===== config.mk =====
export PLATFORM = sky130hd
export DESIGN_NAME = src_ram_read_seq
export DESIGN_NICKNAME = d
export VERILOG_FILES = /design/src/rtl/src_ram_pkg.sv /design/src/rtl/ram_lat_pipe.sv /design/src/rtl/src_ram_read_seq.sv
export SDC_FILE = /design/constraint.sdc
export NUM_CORES = 1
export LEC_CHECK = 0
export CAP_MARGIN = 40
export CORE_MARGIN = 3
export CORE_UTILIZATION = 48
export CTS_CLUSTER_SIZE = 25
export DETAILED_ROUTE_END_ITERATION = 16
export PLACE_DENSITY_LB_ADDON = 0.25
export SLEW_MARGIN = 20
export SYNTH_ARGS = -nofsm -noshare
export SYNTH_HDL_FRONTEND = slang
export SYNTH_SLANG_ARGS = --single-unit

===== constraint.sdc =====
create_clock -name i_clk -period 2 [get_ports i_clk]
set_input_delay 0.2 -clock i_clk [delete_from_list [all_inputs] [get_ports i_clk]]
set_output_delay 0.2 -clock i_clk [all_outputs]
set_load 0.1 [all_outputs]

===== src/rtl/src_ram_pkg.sv =====
// Shared constants and FSM encoding for the source feature-map RAM read path.
package src_ram_pkg;

   localparam int unsigned SRC_LANES  = 9;
   localparam int unsigned SRC_ADDR_W = 12;
   localparam int unsigned SRC_DATA_W = 8;
   localparam int unsigned SRC_IDX_W  = $clog2(SRC_LANES);

   typedef enum logic [1:0] {
      ST_IDLE  = 2'd0,
      ST_ISSUE = 2'd1,
      ST_DRAIN = 2'd2,
      ST_DONE  = 2'd3
   } src_state_e;

endpackage : src_ram_pkg


===== src/rtl/ram_lat_pipe.sv =====
// DEPTH-stage shift register of {valid, index}; tracks reads through a fixed-latency RAM.
module ram_lat_pipe #(
   parameter int unsigned DEPTH = 1,
   parameter int unsigned IDX_W = 4
) (
   input  logic             i_clk,
   input  logic             i_rstn,
   input  logic             i_valid,
   input  logic [IDX_W-1:0] i_idx,
   output logic             o_valid,
   output logic [IDX_W-1:0] o_idx
);

   logic [DEPTH-1:0]            vld_q, vld_d;
   logic [DEPTH-1:0][IDX_W-1:0] idx_q, idx_d;

   // Shift one stage per cycle, new entry enters stage 0.
   always_comb begin
      vld_d    = '0;
      idx_d    = '0;
      vld_d[0] = i_valid;
      idx_d[0] = i_idx;
      for (int s = 1; s < int'(DEPTH); s++) begin
         vld_d[s] = vld_q[s-1];
         idx_d[s] = idx_q[s-1];
      end
   end

   // Stage registers; reset empties the line so in-flight reads are forgotten.
   always_ff @(posedge i_clk or negedge i_rstn) begin
      if (!i_rstn) begin
         vld_q <= '0;
         idx_q <= '0;
      end else begin
         vld_q <= vld_d;
         idx_q <= idx_d;
      end
   end

   assign o_valid = vld_q[DEPTH-1];
   assign o_idx   = idx_q[DEPTH-1];

endmodule : ram_lat_pipe


===== src/rtl/src_ram_read_seq.sv =====
// Serialises a 9-lane address bundle onto one RAM read port and returns the bytes as one word.
module src_ram_read_seq
   import src_ram_pkg::*;
#(
   parameter int unsigned LANES   = SRC_LANES,
   parameter int unsigned ADDR_W  = SRC_ADDR_W,
   parameter int unsigned DATA_W  = SRC_DATA_W,
   parameter int unsigned RAM_LAT = 1
) (
   input  logic                    i_clk,
   input  logic                    i_rstn,
   input  logic [LANES*ADDR_W-1:0] i_addr,
   input  logic                    i_startRead,
   output logic [ADDR_W-1:0]       o_ramAddr,
   output logic                    o_ramRe,
   input  logic [DATA_W-1:0]       i_ramData,
   output logic [LANES*DATA_W-1:0] o_data,
   output logic                    o_dataValid,
   output logic                    o_busy,
   output logic                    o_dropped
);

   localparam int unsigned IDX_W = (LANES > 1) ? $clog2(LANES) : 1;
   localparam logic [IDX_W-1:0] LAST_IDX = IDX_W'(LANES - 1);

   src_state_e state_q, state_d;
   logic [IDX_W-1:0]                cnt_q, cnt_d;
   logic [LANES-1:0][ADDR_W-1:0]    addr_q, addr_d;
   logic [LANES-1:0][DATA_W-1:0]    cap_q, cap_d;
   logic                            last_q, last_d;
   logic [ADDR_W-1:0]               ram_addr_q, ram_addr_d;
   logic                            ram_re_q, ram_re_d;
   logic [LANES-1:0][DATA_W-1:0]    data_q, data_d;
   logic                            valid_q, valid_d;
   logic                            busy_q, busy_d;
   logic                            dropped_q, dropped_d;

   logic                            pipe_vld;
   logic [IDX_W-1:0]                pipe_idx;
   logic [IDX_W-1:0]                cnt_nxt;
   logic [LANES-1:0][ADDR_W-1:0]    addr_in;

   assign addr_in = i_addr;
   assign cnt_nxt = cnt_q + IDX_W'(1);

   // Tag each issued read with its lane so the return can be steered to the right slot.
   ram_lat_pipe #(
      .DEPTH (RAM_LAT),
      .IDX_W (IDX_W)
   ) u_lat_pipe (
      .i_clk   (i_clk),
      .i_rstn  (i_rstn),
      .i_valid (ram_re_q),
      .i_idx   (cnt_q),
      .o_valid (pipe_vld),
      .o_idx   (pipe_idx)
   );

   // Next-state, capture and registered-output computation.
   always_comb begin
      state_d    = state_q;
      cnt_d      = cnt_q;
      addr_d     = addr_q;
      cap_d      = cap_q;
      last_d     = last_q;
      ram_addr_d = ram_addr_q;
      ram_re_d   = 1'b0;
      data_d     = data_q;
      valid_d    = 1'b0;
      busy_d     = 1'b0;
      dropped_d  = 1'b0;

      if (pipe_vld && (32'(pipe_idx) < LANES)) begin
         cap_d[pipe_idx] = i_ramData;
         if (pipe_idx == LAST_IDX) begin
            last_d = 1'b1;
         end
      end

      unique case (state_q)
         ST_IDLE, ST_DONE: begin
            state_d = ST_IDLE;
            if (i_startRead) begin
               state_d    = ST_ISSUE;
               addr_d     = addr_in;
               cnt_d      = '0;
               last_d     = 1'b0;
               ram_re_d   = 1'b1;
               ram_addr_d = addr_in[0];
               busy_d     = 1'b1;
            end
         end
         ST_ISSUE: begin
            busy_d    = 1'b1;
            dropped_d = i_startRead;
            if (cnt_q == LAST_IDX) begin
               state_d = ST_DRAIN;
            end else begin
               cnt_d      = cnt_nxt;
               ram_re_d   = 1'b1;
               ram_addr_d = addr_q[cnt_nxt];
            end
         end
         ST_DRAIN: begin
            dropped_d = i_startRead;
            if (last_q) begin
               state_d = ST_DONE;
               data_d  = cap_q;
               valid_d = 1'b1;
            end else begin
               busy_d = 1'b1;
            end
         end
         default: begin
            state_d = ST_IDLE;
         end
      endcase
   end

   // State and output registers.
   always_ff @(posedge i_clk or negedge i_rstn) begin
      if (!i_rstn) begin
         state_q    <= ST_IDLE;
         cnt_q      <= '0;
         addr_q     <= '0;
         cap_q      <= '0;
         last_q     <= 1'b0;
         ram_addr_q <= '0;
         ram_re_q   <= 1'b0;
         data_q     <= '0;
         valid_q    <= 1'b0;
         busy_q     <= 1'b0;
         dropped_q  <= 1'b0;
      end else begin
         state_q    <= state_d;
         cnt_q      <= cnt_d;
         addr_q     <= addr_d;
         cap_q      <= cap_d;
         last_q     <= last_d;
         ram_addr_q <= ram_addr_d;
         ram_re_q   <= ram_re_d;
         data_q     <= data_d;
         valid_q    <= valid_d;
         busy_q     <= busy_d;
         dropped_q  <= dropped_d;
      end
   end

   assign o_ramAddr   = ram_addr_q;
   assign o_ramRe     = ram_re_q;
   assign o_data      = data_q;
   assign o_dataValid = valid_q;
   assign o_busy      = busy_q;
   assign o_dropped   = dropped_q;

endmodule : src_ram_read_seq


After elaboration in Yosys (flattened, before gate mapping):

Index checks and enable logic that the tools add are counted.

* reductions and logical operators: 10
* equality and inequality tests: 9
* order comparisons: 4
* muxes and demuxes: 27
* add/sub/neg operators: 1

Operator list (number)
* $bwmux W72: 1
* $bmux W12 S4: 1
* $mux W12: 3
* $demux W8 S4: 1
* $pmux W12 S2: 1
* $mux W1: 11
* $lt A4 B5 Y1 const B: 2
* $eq A4 B4 Y1 const B: 2
* $mux W4: 2
* $mux W8: 1
* $ne A2 B2 Y1 const B: 4
* $pmux W4 S2: 1
* $pmux W2 S3: 1
* $reduce_and A2 Y1: 3
* $add A4 B1 Y4 const B: 1
* $eq A2 B2 Y1 const B: 2
* $ge A4 B1 Y1 const B: 1
* $lt A4 B4 Y1 const B: 1
* $mux W2: 2
* $reduce_or A2 Y1: 2
* $pmux W1 S3: 1
* $reduce_and A3 Y1: 1
* $eq A2 B1 Y1 const B: 1
* $logic_and A1 B1 Y1: 2
* 3 further kinds: 3

* logic and storage cells: 88
* register bits: 280
* bits of input ports: 119

Logic depth before layout (Yosys ltp):

* depth after elaboration: 5
* mapped depth: 9
* mapped depth without buffers: 6

Modules after synthesis:

A second synthesis with hierarchy kept.

* cells, all modules: 728
* area, all modules: 11444.7 µm²

By module, submodules not included
* src_ram_read_seq: cells an instance 723, area an instance 11319.6 µm², times used 1, seq. area each 6881.6 µm²
* ram_lat_pipe: cells an instance 5, area an instance 125.1 µm², times used 1, seq. area each 125.1 µm²

Worst setup path before layout:

Ideal clock, no wire load.

* kind: flip-flop to flip-flop
* start: reg cnt_q[0]
* end: reg ram_addr_q[3], in the netlist o_ramAddr[3]
* period minus slack after synthesis: 2.223 ns
* stages on the path, launching flop included: 9
* library setup time: 0.126 ns
* data required time: 1.874 ns
* buffers on the path: 3
* slack: -0.223 ns
* arrival time: 2.097 ns
* cells stage by stage: dfrtp_1 -> buf_4 -> inv_1 -> ha_1 -> buf_4 -> clkbuf_1 -> mux4_4 -> a21oi_1 -> a21oi_1

* longest elaborated chain between the ends: 5

Ends and longest elaborated chain
* from (decl): line src_ram_read_seq.sv:27 `logic [IDX_W-1:0] cnt_q, cnt_d;`
* from (signal assigned): line src_ram_read_seq.sv:136 `cnt_q <= cnt_d;`
* $add A4 B1 Y4: line src_ram_read_seq.sv:44 `assign cnt_nxt = cnt_q + IDX_W'(1);`
* $bmux W12 S4: line src_ram_read_seq.sv:101 `ram_addr_d = addr_q[cnt_nxt];`
* $mux W12 (implied by the code): line src_ram_read_seq.sv:101
* $mux W12: line src_ram_read_seq.sv:96 `if (cnt_q == LAST_IDX) begin`
* $pmux W12 S2: line src_ram_read_seq.sv:80 `unique case (state_q)`
* to (signal assigned): line src_ram_read_seq.sv:140 `ram_addr_q <= ram_addr_d;`
* to (decl): line src_ram_read_seq.sv:31 `logic [ADDR_W-1:0] ram_addr_q, ram_addr_d;`

Parallel ways exist; a longest one is shown, timed or not. The select of a mux whose other input is x is not followed.
A chain may end at the register's enable or synchronous reset.

Worst setup path after layout:

* start: reg state_q[0]
* end: reg ram_addr_q[10], in the netlist o_ramAddr[10]

* longest elaborated chain between the ends: 4

Ends and longest elaborated chain
* from (decl): line src_ram_read_seq.sv:26 `src_state_e state_q, state_d;`
* from (signal assigned): line src_ram_read_seq.sv:135 `state_q <= state_d;`
* $eq A2 B2 Y1 / $logic_not A2 Y1 (equally long branches): line src_ram_read_seq.sv:80
* $reduce_or A2 Y1: line src_ram_read_seq.sv:80
* $ne A2 B2 Y1 (no source line) / $reduce_bool A2 Y1 (equally long branches)
* $reduce_and A3 Y1 (no source line)

Parallel ways exist; a longest one is shown, timed or not.

==> impl_metrics.env <==
export IMPL_status="finished, final reports clean"
export IMPL_leakagePower_nw=6.590
export IMPL_p_per_area_nw_per_um2=1883
export IMPL_swShare=0.4247
export IMPL_drt_iter0_markers=221
export IMPL_worstSetupEndpointType="flip-flop"
export IMPL_first_pass_iters=4
export IMPL_grt_pass1_wl_mm=40.05
export IMPL_synth_seq_area_share=0.6086
export IMPL_hp_class="in -> async"
export IMPL_core_um2=23540
export IMPL_async_reset_ff_frac=1.000
export IMPL_cts_sinks=280
export IMPL_io_pins=207
export IMPL_area_growth_synth_to_final_pct=29.65
export IMPL_via_count=6804
export IMPL_critPathArrivalTime_ns=2.30
export IMPL_cts_buffer_depth=3
export IMPL_clock_power_share=0.182
export IMPL_power_switching_mw=11.93
export IMPL_worst_slew_pin_slew_ns=0.5351
export IMPL_io_buffers=206
export IMPL_final_nets=1087
export IMPL_synth_edf_count=0
export IMPL_reg2reg_depth=7
export IMPL_crit_type="reg -> reg"
export IMPL_ir_drop_mv=1.279
export IMPL_fin_ws_ns=0.1234
export IMPL_cts_buffers=28
export IMPL_htree_levels=1
export IMPL_fp_dieArea_um2=25880
export IMPL_rrSetupSlack_ns=0.12
export IMPL_rows=56
export IMPL_grt_usage=0.1938
export IMPL_cts_root_buf="clkbuf_16"
export IMPL_via_per_inst=5.230
export IMPL_critPathRequiredTime_ns=2.42
export IMPL_setup_viol=0
export IMPL_p_total_mw=28.10
export IMPL_clk_pin_slew_ns=0.06
export IMPL_wirelength_mm=24.84
export IMPL_drv_cap=0
export IMPL_globalplace_congestion=0.8126
export IMPL_cts_tree="yes"
export IMPL_chipHeight_um=160.9
export IMPL_crit_reg2reg_launch="state_q[0]$_DFFE_PN0P_"
export IMPL_grt_setup_unrepaired="no"
export IMPL_ys_seq_elements=280
export IMPL_drv_slew=0
export IMPL_synthesis_area_um2=11510
export IMPL_grt_pass1_vias=7357
export IMPL_wl_per_cell_um=19.09
export IMPL_p_int_mw=16.17
export IMPL_initial_core_util=0.4891
export IMPL_syn_area_per_cell_um2=15.82
export IMPL_drive_gt1_frac=0.4786
export IMPL_start_kind="flip-flop"
export IMPL_drc=0
export IMPL_period_minus_slack_ns=1.877
export IMPL_antenna_left=0
export IMPL_hpwl_mm=17.63
export IMPL_synth_warnings=0
export IMPL_worstPathMaxFanout=17
export IMPL_syn_instance_count=728
export IMPL_fmax_mhz=532.9
export IMPL_critPathLaunch="state_q[0]$_DFFE_PN0P_"
export IMPL_n_antenna_cell=0
export IMPL_layout_worst_path_cycle_share=0.9383
export IMPL_synth_ff_type="dfrtp_1"
export IMPL_p_seq_frac=0.338
export IMPL_antenna_found_initial=2
export IMPL_hold_viol_final=0
export IMPL_die_x_um=160.9
export IMPL_grt_max_degree=69
export IMPL_endpoint="o_ramAddr[10]$_DFFE_PN0P_"
export IMPL_finClkSkew_ns=0.01022
export IMPL_relSlewSlack=0.6422
export IMPL_n_fill_cell=1808
export IMPL_synth_cell_type_count=39
export IMPL_p_comb_frac=0.479
export IMPL_reg2reg_to="o_ramAddr[10]$_DFFE_PN0P_"
export IMPL_synth_nets=852
export IMPL_clock_latency_ns=0.54
export IMPL_place_ws_ns=0.01410
export IMPL_grt_ovfl_total=0
per-layer routing:
| layer | share of wire | routed length, um | vias to the layer above | GRT usage |
|---|---|---|---|---|
| li1 | - | - | 3111 | - |
| met1 | 0.43 | 10640 | 3478 | 0.2594 |
| met2 | 0.49 | 12230 | 177 | 0.3281 |
| met3 | 0.060 | 1495 | 34 | 0.04669 |
| met4 | 0.018 | 436 | 4 | 0.03676 |
| met5 | 0.0014 | 34 | - | 0 |
cell type report:
class / instances / area (um2) / area share
tap: 319 / 399.1 / 0.02674
timing repair buffer: 242 / 2286 / 0.1531
inverter: 6 / 22.52 / 0.001509
sequential: 280 / 7008 / 0.4695
clock buffer: 43 / 837.1 / 0.05608
clock inverter: 6 / 72.57 / 0.004862
multi-input combinational: 405 / 4302 / 0.2882
layout by cell type (no fill, tap or decap), types with 4 or more instances in the layout:
cell type        synthesis  final
a21oi_1                 26     26
mux4_2                  22     22
dfrtp_1                280    279
clkdlybuf4s50_1          0    117
buf_4                    7    109
nand3b_1                 4      4
mux2_2                 252    252
nor2_1                   4      4
clkbuf_1                15      7
clkbuf_8                 0      8
clkbuf_16                0     28
mux2i_1                 13     13
buf_12                   0     13
or2_2                   12     12
nand2_1                 16     14
ha_1                     5      4
a22oi_1                 10     10
inv_1                    6      5
nand2b_1                 4      4
o21ai_0                  4      4
state kept, by name (all words and copies together), names as in the netlist:
name                cells
addr_q                108
cap_q                  72
o_data                 72
o_ramAddr              12
cnt_q                   4
u_lat_pipe.o_idx        4
state_q                 2
last_q                  1
o_busy                  1
o_dataValid             1
o_dropped               1
o_ramRe                 1
u_lat_pipe.o_valid      1
cells in the mapped netlist (4+ instances only):
cell      number  share of area
a21oi_1       26          0.011
a22oi_1       10         0.0065
buf_2         11         0.0048
buf_4          7         0.0046
buf_6          4         0.0039
clkbuf_1      15         0.0049
dfrtp_1      280           0.61
ha_1           5         0.0054
inv_1          6         0.0020
mux2_2       252           0.25
mux2i_1       13          0.011
mux4_2        22          0.043
nand2_1       16         0.0052
nand2b_1       4         0.0022
nand3b_1       4         0.0026
nor2_1         4         0.0013
o21ai_0        4         0.0017
or2_2         12         0.0065
power groups by stage:
stage	Sequential [mW]	Clock [mW]	Combinational, mW
finish	9.51	5.12	13.5
global route	9.82	5.45	14.2
CTS	9.53	5.24	13.6
detailed placement	9.62	0	13.5
global placement	9.54	0	13.4
floorplan	14.5	0	5.23
cell families after synthesis:
logic type	share of synthesized area
compound gates	0.03010
fa+ha+maj	0.005434
buf+inv	0.02010
flops	0.6086
mux	0.3052
simple gates	0.03065
per-stage QoR:
stage | cell area, um2 | hold slack [ns] | cells | utilization | TNS, ns
after floorplan | 11520 | -0.09559 | 728 | - | -0.06129
after CTS | 14880 | 0.1541 | 1298 | 0.6319 | 0
after global routing | 14930 | 0.1814 | 1301 | 0.6340 | 0
after detailed placement | 13960 | 0.1249 | 1248 | 0.5928 | 0
after global placement | 13950 | 0.1204 | 1247 | 0.5925 | -0.04568
final | 14930 | 0.1544 | 1301 | 0.6340 | 0
critical path: stages, from the launching register on:
cell	delay [ns]
dfrtp_1	0.36
inv_1	0.07
ha_1	0.31
nor2b_1	0.17
or3_1	0.42
buf_12	0.18
mux2i_1	0.18
a21oi_1	0.06
worst min-delay path by stage:
stage          cells after the start               endpoint  slack [ns]
6_report                           2  o_dataValid$_DFF_PN0_        0.15
3_3_place_gp                       1  o_dataValid$_DFF_PN0_        0.12
4_1_cts                            2  o_dataValid$_DFF_PN0_        0.15
5_1_grt                            2  cap_q[20]$_DFFE_PN0P_        0.18
2_1_floorplan                      0  addr_q[0]$_DFFE_PN0P_        -0.1
3_5_place_dp                       1  o_dataValid$_DFF_PN0_        0.12
repair_timing:
item | in CTS | in global routing
setup endpoints to repair | 0 | 12
hold buffers | 1 | 0
setup buffers | 0 | 3
gates resized for setup | 0 | 4
hold endpoints to repair | 280 | 0
Note: power is estimated with default switching activity, not from simulation.
